### src/rtl/pc_rx_packet_sequencer_if.sv
// Signal bundle between the packet sequencer, the UART receive FIFO and the DataManager.
// The master view belongs to the sequencer. The slave view is the FIFO/consumer side.
interface pc_rx_packet_sequencer_if;
    logic [31:0] i_fifo_output_word;
    logic        i_fifo_is_empty_sig;
    logic        o_read_next_byte_cmd;
    logic [31:0] o_payload_word;
    logic        o_payload_valid;
    logic        i_payload_ready;
    logic        o_payload_last;
    logic        o_packet_start;
    logic [15:0] o_packet_length;
    logic        o_error;
    logic [1:0]  o_error_code;
    logic [15:0] o_packet_count;
    logic [2:0]  o_state;

    modport master (
        input  i_fifo_output_word, i_fifo_is_empty_sig, i_payload_ready,
        output o_read_next_byte_cmd, o_payload_word, o_payload_valid, o_payload_last,
               o_packet_start, o_packet_length, o_error, o_error_code, o_packet_count, o_state
    );

    modport slave (
        output i_fifo_output_word, i_fifo_is_empty_sig, i_payload_ready,
        input  o_read_next_byte_cmd, o_payload_word, o_payload_valid, o_payload_last,
               o_packet_start, o_packet_length, o_error, o_error_code, o_packet_count, o_state
    );
endinterface

### src/rtl/pc_rx_packet_sequencer.sv
// Pops 32-bit words from the UART receive FIFO and frames them as resync/magic/length/payload.
// Only payload words are forwarded downstream. Stalled packets are aborted by a starvation timeout.
module pc_rx_packet_sequencer #(
    parameter logic [31:0] RESYNC_WORD    = 32'h416FDC1E,
    parameter logic [31:0] MAGIC_WORD     = 32'hD78C1B74,
    parameter int          MAX_WORDS      = 1024,
    parameter int          TIMEOUT_CYCLES = 1000000
) (
    input  logic                           i_clock,
    input  logic                           i_reset,
    pc_rx_packet_sequencer_if.master       io_bus
);
    localparam logic [2:0] S_IDLE = 3'd0;
    localparam logic [2:0] S_PRE  = 3'd1;
    localparam logic [2:0] S_LEN  = 3'd2;
    localparam logic [2:0] S_DATA = 3'd3;

    localparam logic [15:0]     MAX_LEN = 16'(MAX_WORDS);
    localparam int              TO_W    = $clog2(TIMEOUT_CYCLES + 1);
    localparam logic [TO_W-1:0] TO_LAST = TO_W'(TIMEOUT_CYCLES - 1);

    logic [2:0]      r_state;
    logic            r_pending;
    logic            r_valid;
    logic            r_last;
    logic            r_start;
    logic            r_error;
    logic [31:0]     r_word;
    logic [15:0]     r_length;
    logic [1:0]      r_code;
    logic [15:0]     r_count;
    logic [15:0]     r_remaining;
    logic [TO_W-1:0] r_timeout;

    logic        w_read;
    logic        w_xfer;
    logic        w_active;
    logic        w_tick;
    logic        w_expire;
    logic [15:0] w_len;
    logic        w_len_ok;

    // Reads are gated by reset so the request drops the moment reset is raised.
    assign w_read   = !i_reset && !io_bus.i_fifo_is_empty_sig && !r_pending && !r_valid;
    assign w_xfer   = r_valid && io_bus.i_payload_ready;
    assign w_active = (r_state == S_LEN) || (r_state == S_DATA);
    // Only starvation counts. A held output word is the consumer's stall, not the link's.
    assign w_tick   = w_active && io_bus.i_fifo_is_empty_sig && !r_pending && !r_valid;
    assign w_expire = w_tick && (r_timeout == TO_LAST);
    assign w_len    = io_bus.i_fifo_output_word[15:0];
    assign w_len_ok = (w_len != 16'd0) && (w_len <= MAX_LEN);

    always_ff @(posedge i_clock or posedge i_reset) begin
        if (i_reset) begin
            r_state     <= S_IDLE;
            r_pending   <= 1'b0;
            r_valid     <= 1'b0;
            r_last      <= 1'b0;
            r_start     <= 1'b0;
            r_error     <= 1'b0;
            r_word      <= 32'd0;
            r_length    <= 16'd0;
            r_code      <= 2'd0;
            r_count     <= 16'd0;
            r_remaining <= 16'd0;
            r_timeout   <= '0;
        end else begin
            r_pending <= w_read;
            r_start   <= 1'b0;
            r_error   <= 1'b0;

            if (w_xfer) begin
                r_valid <= 1'b0;
                r_last  <= 1'b0;
                if (r_last) begin
                    r_state <= S_IDLE;
                    r_count <= r_count + 16'd1;
                end
            end

            // The FIFO word is valid in the cycle after the read request.
            // Capture cannot coincide with expiry because expiry needs no read pending.
            if (r_pending) begin
                case (r_state)
                    S_IDLE: begin
                        if (io_bus.i_fifo_output_word == RESYNC_WORD)
                            r_state <= S_PRE;
                    end
                    S_PRE: begin
                        if (io_bus.i_fifo_output_word == MAGIC_WORD) begin
                            r_state <= S_LEN;
                        end else if (io_bus.i_fifo_output_word != RESYNC_WORD) begin
                            r_state <= S_IDLE;
                            r_error <= 1'b1;
                            r_code  <= 2'd3;
                        end
                    end
                    S_LEN: begin
                        if (io_bus.i_fifo_output_word == RESYNC_WORD) begin
                            r_state <= S_PRE;
                        end else if (w_len_ok) begin
                            r_state     <= S_DATA;
                            r_remaining <= w_len;
                            r_length    <= w_len;
                            r_start     <= 1'b1;
                        end else begin
                            r_state <= S_IDLE;
                            r_error <= 1'b1;
                            r_code  <= 2'd1;
                        end
                    end
                    S_DATA: begin
                        r_word      <= io_bus.i_fifo_output_word;
                        r_valid     <= 1'b1;
                        r_last      <= (r_remaining == 16'd1);
                        r_remaining <= r_remaining - 16'd1;
                    end
                    default: r_state <= S_IDLE;
                endcase
            end else if (w_expire) begin
                r_state <= S_IDLE;
                r_error <= 1'b1;
                r_code  <= 2'd2;
                r_valid <= 1'b0;
                r_last  <= 1'b0;
            end

            if (!w_active || r_pending || w_expire || (w_xfer && r_last))
                r_timeout <= '0;
            else if (w_tick)
                r_timeout <= r_timeout + 1'b1;
        end
    end

    assign io_bus.o_read_next_byte_cmd = w_read;
    assign io_bus.o_payload_word       = r_word;
    assign io_bus.o_payload_valid      = r_valid;
    assign io_bus.o_payload_last       = r_last;
    assign io_bus.o_packet_start       = r_start;
    assign io_bus.o_packet_length      = r_length;
    assign io_bus.o_error              = r_error;
    assign io_bus.o_error_code         = r_code;
    assign io_bus.o_packet_count       = r_count;
    assign io_bus.o_state              = r_state;
endmodule

### src/flat_wrapper.sv
// flat-port wrapper written by rule: the top's interface ports become plain ports
module pc_rx_packet_sequencer_flat 
#(
    parameter logic [31:0] RESYNC_WORD    = 32'h416FDC1E,
    parameter logic [31:0] MAGIC_WORD     = 32'hD78C1B74,
    parameter int          MAX_WORDS      = 1024,
    parameter int          TIMEOUT_CYCLES = 1000000
)
  (i_clock, i_reset, io_bus_i_fifo_output_word, io_bus_i_fifo_is_empty_sig, io_bus_i_payload_ready, io_bus_o_read_next_byte_cmd, io_bus_o_payload_word, io_bus_o_payload_valid, io_bus_o_payload_last, io_bus_o_packet_start, io_bus_o_packet_length, io_bus_o_error, io_bus_o_error_code, io_bus_o_packet_count, io_bus_o_state);
  pc_rx_packet_sequencer_if io_bus_i ();
  input  logic i_clock;
  input  logic i_reset;
  input wire logic [$bits(io_bus_i.i_fifo_output_word)-1:0] io_bus_i_fifo_output_word;
  input wire logic [$bits(io_bus_i.i_fifo_is_empty_sig)-1:0] io_bus_i_fifo_is_empty_sig;
  input wire logic [$bits(io_bus_i.i_payload_ready)-1:0] io_bus_i_payload_ready;
  output wire logic [$bits(io_bus_i.o_read_next_byte_cmd)-1:0] io_bus_o_read_next_byte_cmd;
  output wire logic [$bits(io_bus_i.o_payload_word)-1:0] io_bus_o_payload_word;
  output wire logic [$bits(io_bus_i.o_payload_valid)-1:0] io_bus_o_payload_valid;
  output wire logic [$bits(io_bus_i.o_payload_last)-1:0] io_bus_o_payload_last;
  output wire logic [$bits(io_bus_i.o_packet_start)-1:0] io_bus_o_packet_start;
  output wire logic [$bits(io_bus_i.o_packet_length)-1:0] io_bus_o_packet_length;
  output wire logic [$bits(io_bus_i.o_error)-1:0] io_bus_o_error;
  output wire logic [$bits(io_bus_i.o_error_code)-1:0] io_bus_o_error_code;
  output wire logic [$bits(io_bus_i.o_packet_count)-1:0] io_bus_o_packet_count;
  output wire logic [$bits(io_bus_i.o_state)-1:0] io_bus_o_state;
  assign io_bus_i.i_fifo_output_word = io_bus_i_fifo_output_word;
  assign io_bus_i.i_fifo_is_empty_sig = io_bus_i_fifo_is_empty_sig;
  assign io_bus_i.i_payload_ready = io_bus_i_payload_ready;
  assign io_bus_o_read_next_byte_cmd = io_bus_i.o_read_next_byte_cmd;
  assign io_bus_o_payload_word = io_bus_i.o_payload_word;
  assign io_bus_o_payload_valid = io_bus_i.o_payload_valid;
  assign io_bus_o_payload_last = io_bus_i.o_payload_last;
  assign io_bus_o_packet_start = io_bus_i.o_packet_start;
  assign io_bus_o_packet_length = io_bus_i.o_packet_length;
  assign io_bus_o_error = io_bus_i.o_error;
  assign io_bus_o_error_code = io_bus_i.o_error_code;
  assign io_bus_o_packet_count = io_bus_i.o_packet_count;
  assign io_bus_o_state = io_bus_i.o_state;
  pc_rx_packet_sequencer #(.RESYNC_WORD(RESYNC_WORD), .MAGIC_WORD(MAGIC_WORD), .MAX_WORDS(MAX_WORDS), .TIMEOUT_CYCLES(TIMEOUT_CYCLES)) u_core (.i_clock(i_clock), .i_reset(i_reset), .io_bus(io_bus_i));
endmodule
### config.mk
export PLATFORM = sky130hd
export DESIGN_NAME = pc_rx_packet_sequencer_flat
export DESIGN_NICKNAME = d
export VERILOG_FILES = /design/src/rtl/pc_rx_packet_sequencer_if.sv /design/src/rtl/pc_rx_packet_sequencer.sv /design/src/flat_wrapper.sv
export SDC_FILE = /design/constraint.sdc
export NUM_CORES = 1
export LEC_CHECK = 0
export BUFFER_PORTS_ARGS = -buffer_cell sky130_fd_sc_hd__buf_2
export CORE_MARGIN = 4
export CORE_UTILIZATION = 55
export CTS_CLUSTER_SIZE = 28
export DETAILED_ROUTE_END_ITERATION = 16
export PLACE_DENSITY_LB_ADDON = 0.3
export SYNTH_ARGS = -nofsm -noshare
export SYNTH_HDL_FRONTEND = slang
export SYNTH_SLANG_ARGS = --single-unit
### constraint.sdc
create_clock -name i_clock -period 5.1 [get_ports i_clock]
set_input_delay 0.51 -clock i_clock [delete_from_list [all_inputs] [get_ports i_clock]]
set_output_delay 0.51 -clock i_clock [all_outputs]
set_load 0.02 [all_outputs]
==> results_dict.tcl <==
set metrics [dict create \
    gp_congestion 0.8681 \
    ys.flop_type "dfrtp_1" \
    detailroute.via_count 4086 \
    die_h_um 105.4 \
    netlist.area_leader.share_pct 52.81 \
    rsz0062_at_grt "false" \
    powerDensity_nw_per_um2 255.5 \
    area_delta_synth_final_pct 16.30 \
    first_pass_iters 4 \
    synth_top_cell_by_area "dfrtp_1" \
    cp-start-kind "register" \
    totalWireLength_mm 12.07 \
    synthAdderAreaFrac_pct 0.9602 \
    synthTopCellsByCount "110 x dfrtp_1, 41 x mux2_2, 39 x nor2_1" \
    clock.fmax_mhz 335.1 \
    relSlewSlack_pct 36.23 \
    status "finished clean" \
    setup_tns_ps 0 \
    fin_nets 625 \
    worstPathRequired_ps 5320 \
    rows 35 \
    synth_simple_gate_area_share_pct 18.87 \
    drv_slew 0 \
    arrival_ps 3210 \
    synth_edf_count 0 \
    avgSynthCellArea_sq_um 10.84 \
    design_area_sq_um 6062 \
    cts-resized-gates 0 \
    cts_buffers 9 \
    drc 0 \
    leakage_uw 0.002812 \
    coreArea_sq_um 9240 \
    clk_latency_ps 370 \
    synth.most_common_cell "dfrtp_1" \
    drt-vias-per-instance 5.683 \
    place_hpwl_mm 8.813 \
    synth_compound_area_share_pct 8.473 \
    htreeDepth 3 \
    post_cts_buffers 0 \
    io_pins 110 \
    routedWlPerCell_um 16.79 \
    initialDrtViolationCount 188 \
    grt_pass1_wl_mm 20.24 \
    cp_max_fo 20 \
    synth.area.top_cells "dfrtp_1 53%, mux2_2 8.9%, xnor2_1 4.4%" \
    synth_xor_area_share_pct 5.713 \
    critical_path_class "register to register" \
    synth_mux_area_share_pct 10.32 \
    initial_core_util_pct 56.41 \
    grt_pass1_vias 4111 \
    portBuffers 109 \
    cts_hold_buf 0 \
    die-area_sq_um 11100 \
    clockBufferDepth 2 \
    synth-seq-cells 110 \
    cts_tree "built" \
    cts_root_buffer "clkbuf_8" \
    cts.sinks 110 \
    setup_viol 0 \
    chipWidth_um 105.4 \
    ys_seq_area_share_pct 52.81 \
    synth_cell_types 52 \
    syn_inst 481 \
    tightestPinTransition_ps 956.6 \
    grt_max_degree 57 \
    drive_gt1_share_pct 29.66 \
    placed_area_sq_um 5859 \
    reg2reg_slack_ps 2120 \
    grt_overflow 0 \
    hold_path.class "input pin to asynchronous set/reset pin" \
    antenna_cells 0 \
    cap_violations 0 \
    async_flop_share_pct 100.0 \
    ir_drop_mv 0.1698 \
    min_period_ps 2984 \
    hold_viol 0 \
    antenna_found_initial 0 \
    ys_warn_count 0 \
    fin_skew_ps 15.87 \
    syn-num-nets 521 \
    synthesis.area_sq_um 5212 \
    path_clk_slew_ps 100 \
    cp-end-kind "register" \
    grt_util_all_layers_pct 22.59 \
    synth_top_family_by_area "simple AND/OR/NAND/NOR gates" \
    fin_crit_sh_pct 58.51 \
    ant_nets 0 \
]
==> final timing paths <==
path                                             startpoint                                to  cells past startpoint
max reg2reg                                u_core.r_pending              u_core.r_timeout[17]                      5
max                                        u_core.r_pending              u_core.r_timeout[17]                      5
min in group i_clock                 io_bus_i_payload_ready     u_core.io_bus.o_payload_valid                      2
max in group asynchronous                           i_reset               u_core.r_timeout[1]                      3
min reg2reg                u_core.io_bus.o_packet_count[15]  u_core.io_bus.o_packet_count[15]                      1
min                                                 i_reset   u_core.io_bus.o_packet_count[0]                      2
==> logic make-up (layout without fill, tap and decap cells) <==
| family | count (synthesis) | count (layout) |
|---|---|---|
| AO/OA/AOI/OAI | 68 | 68 |
| XOR/XNOR | 34 | 34 |
| adder cells (fa/ha/maj) | 4 | 4 |
| buffers and inverters | 37 | 146 |
| flip-flops | 110 | 110 |
| multiplexers | 48 | 48 |
| AND/OR/NAND/NOR | 180 | 180 |
==> per-stage QoR <==
stage / instances / hold WS (ps) / power [uW] / utilization [%] / setup WS (ps)
after global placement: 703 / 457.2 / 1015 / 63.41 / 2149
final: 719 / 240.2 / 1549 / 65.61 / 2116
after global routing: 719 / 284.7 / 1613 / 65.61 / 1901
after floorplan: 481 / 480.1 / 965.6 / - / 1688
after detailed placement: 703 / 469.6 / 1017 / 63.41 / 2030
after CTS: 719 / 270.1 / 1560 / 65.61 / 2096
==> where the power goes <==
part	internal [uW]	switching, uW
registers	886	8.23
clock network	237	313
logic	37.0	68.3
total	1160	389
==> flip-flops by register name (all words and copies together) (netlist names), 2 cells and up <==
register                       count
u_core.io_bus.o_state              3
u_core.r_timeout                  20
u_core.io_bus.o_packet_count      16
u_core.r_remaining                16
u_core.io_bus.o_packet_length     16
u_core.io_bus.o_error_code         2
u_core.io_bus.o_payload_word      32
==> placed cells by master, fill, tap and decap left out, types with 15 or more instances in the layout <==
| master | instances |
|---|---|
| buf_2 | 109 |
| dfrtp_1 | 110 |
| inv_1 | 17 |
| mux2_2 | 41 |
| nand2_1 | 33 |
| nand3_1 | 16 |
| nor2_1 | 39 |
| nor3_1 | 15 |
| o21ai_0 | 19 |
| xnor2_1 | 26 |
==> layer usage <==
| layer | global-route usage, % | routed length, um | part of all wire, % |
|---|---|---|---|
| met5 | 0 | 0 | 0 |
| met4 | 6.654 | 202 | 1.7 |
| met3 | 6.185 | 637 | 5.3 |
| met2 | 37.61 | 6058 | 50 |
| met1 | 28.93 | 5170 | 43 |
==> worst max-delay path, stage by stage, from the launching register on <==
cell and delay (ps):
dfrtp_1 520, nor4b_1 520, nand4_1 410, or4_1 690
nand3_1 590, nor2_1 130
==> layout make-up <==
| type | instances | area [sq um] |
|---|---|---|
| fill | 743 | 3178 |
| sequential | 110 | 2753 |
| timing repair buffer | 111 | 560.5 |
| inverter | 19 | 73.82 |
| clock buffer | 10 | 127.6 |
| clock inverter | 6 | 75.07 |
| tap | 129 | 161.4 |
| multi-input combinational | 334 | 2311 |
Power figures use the tool's default switching activity.
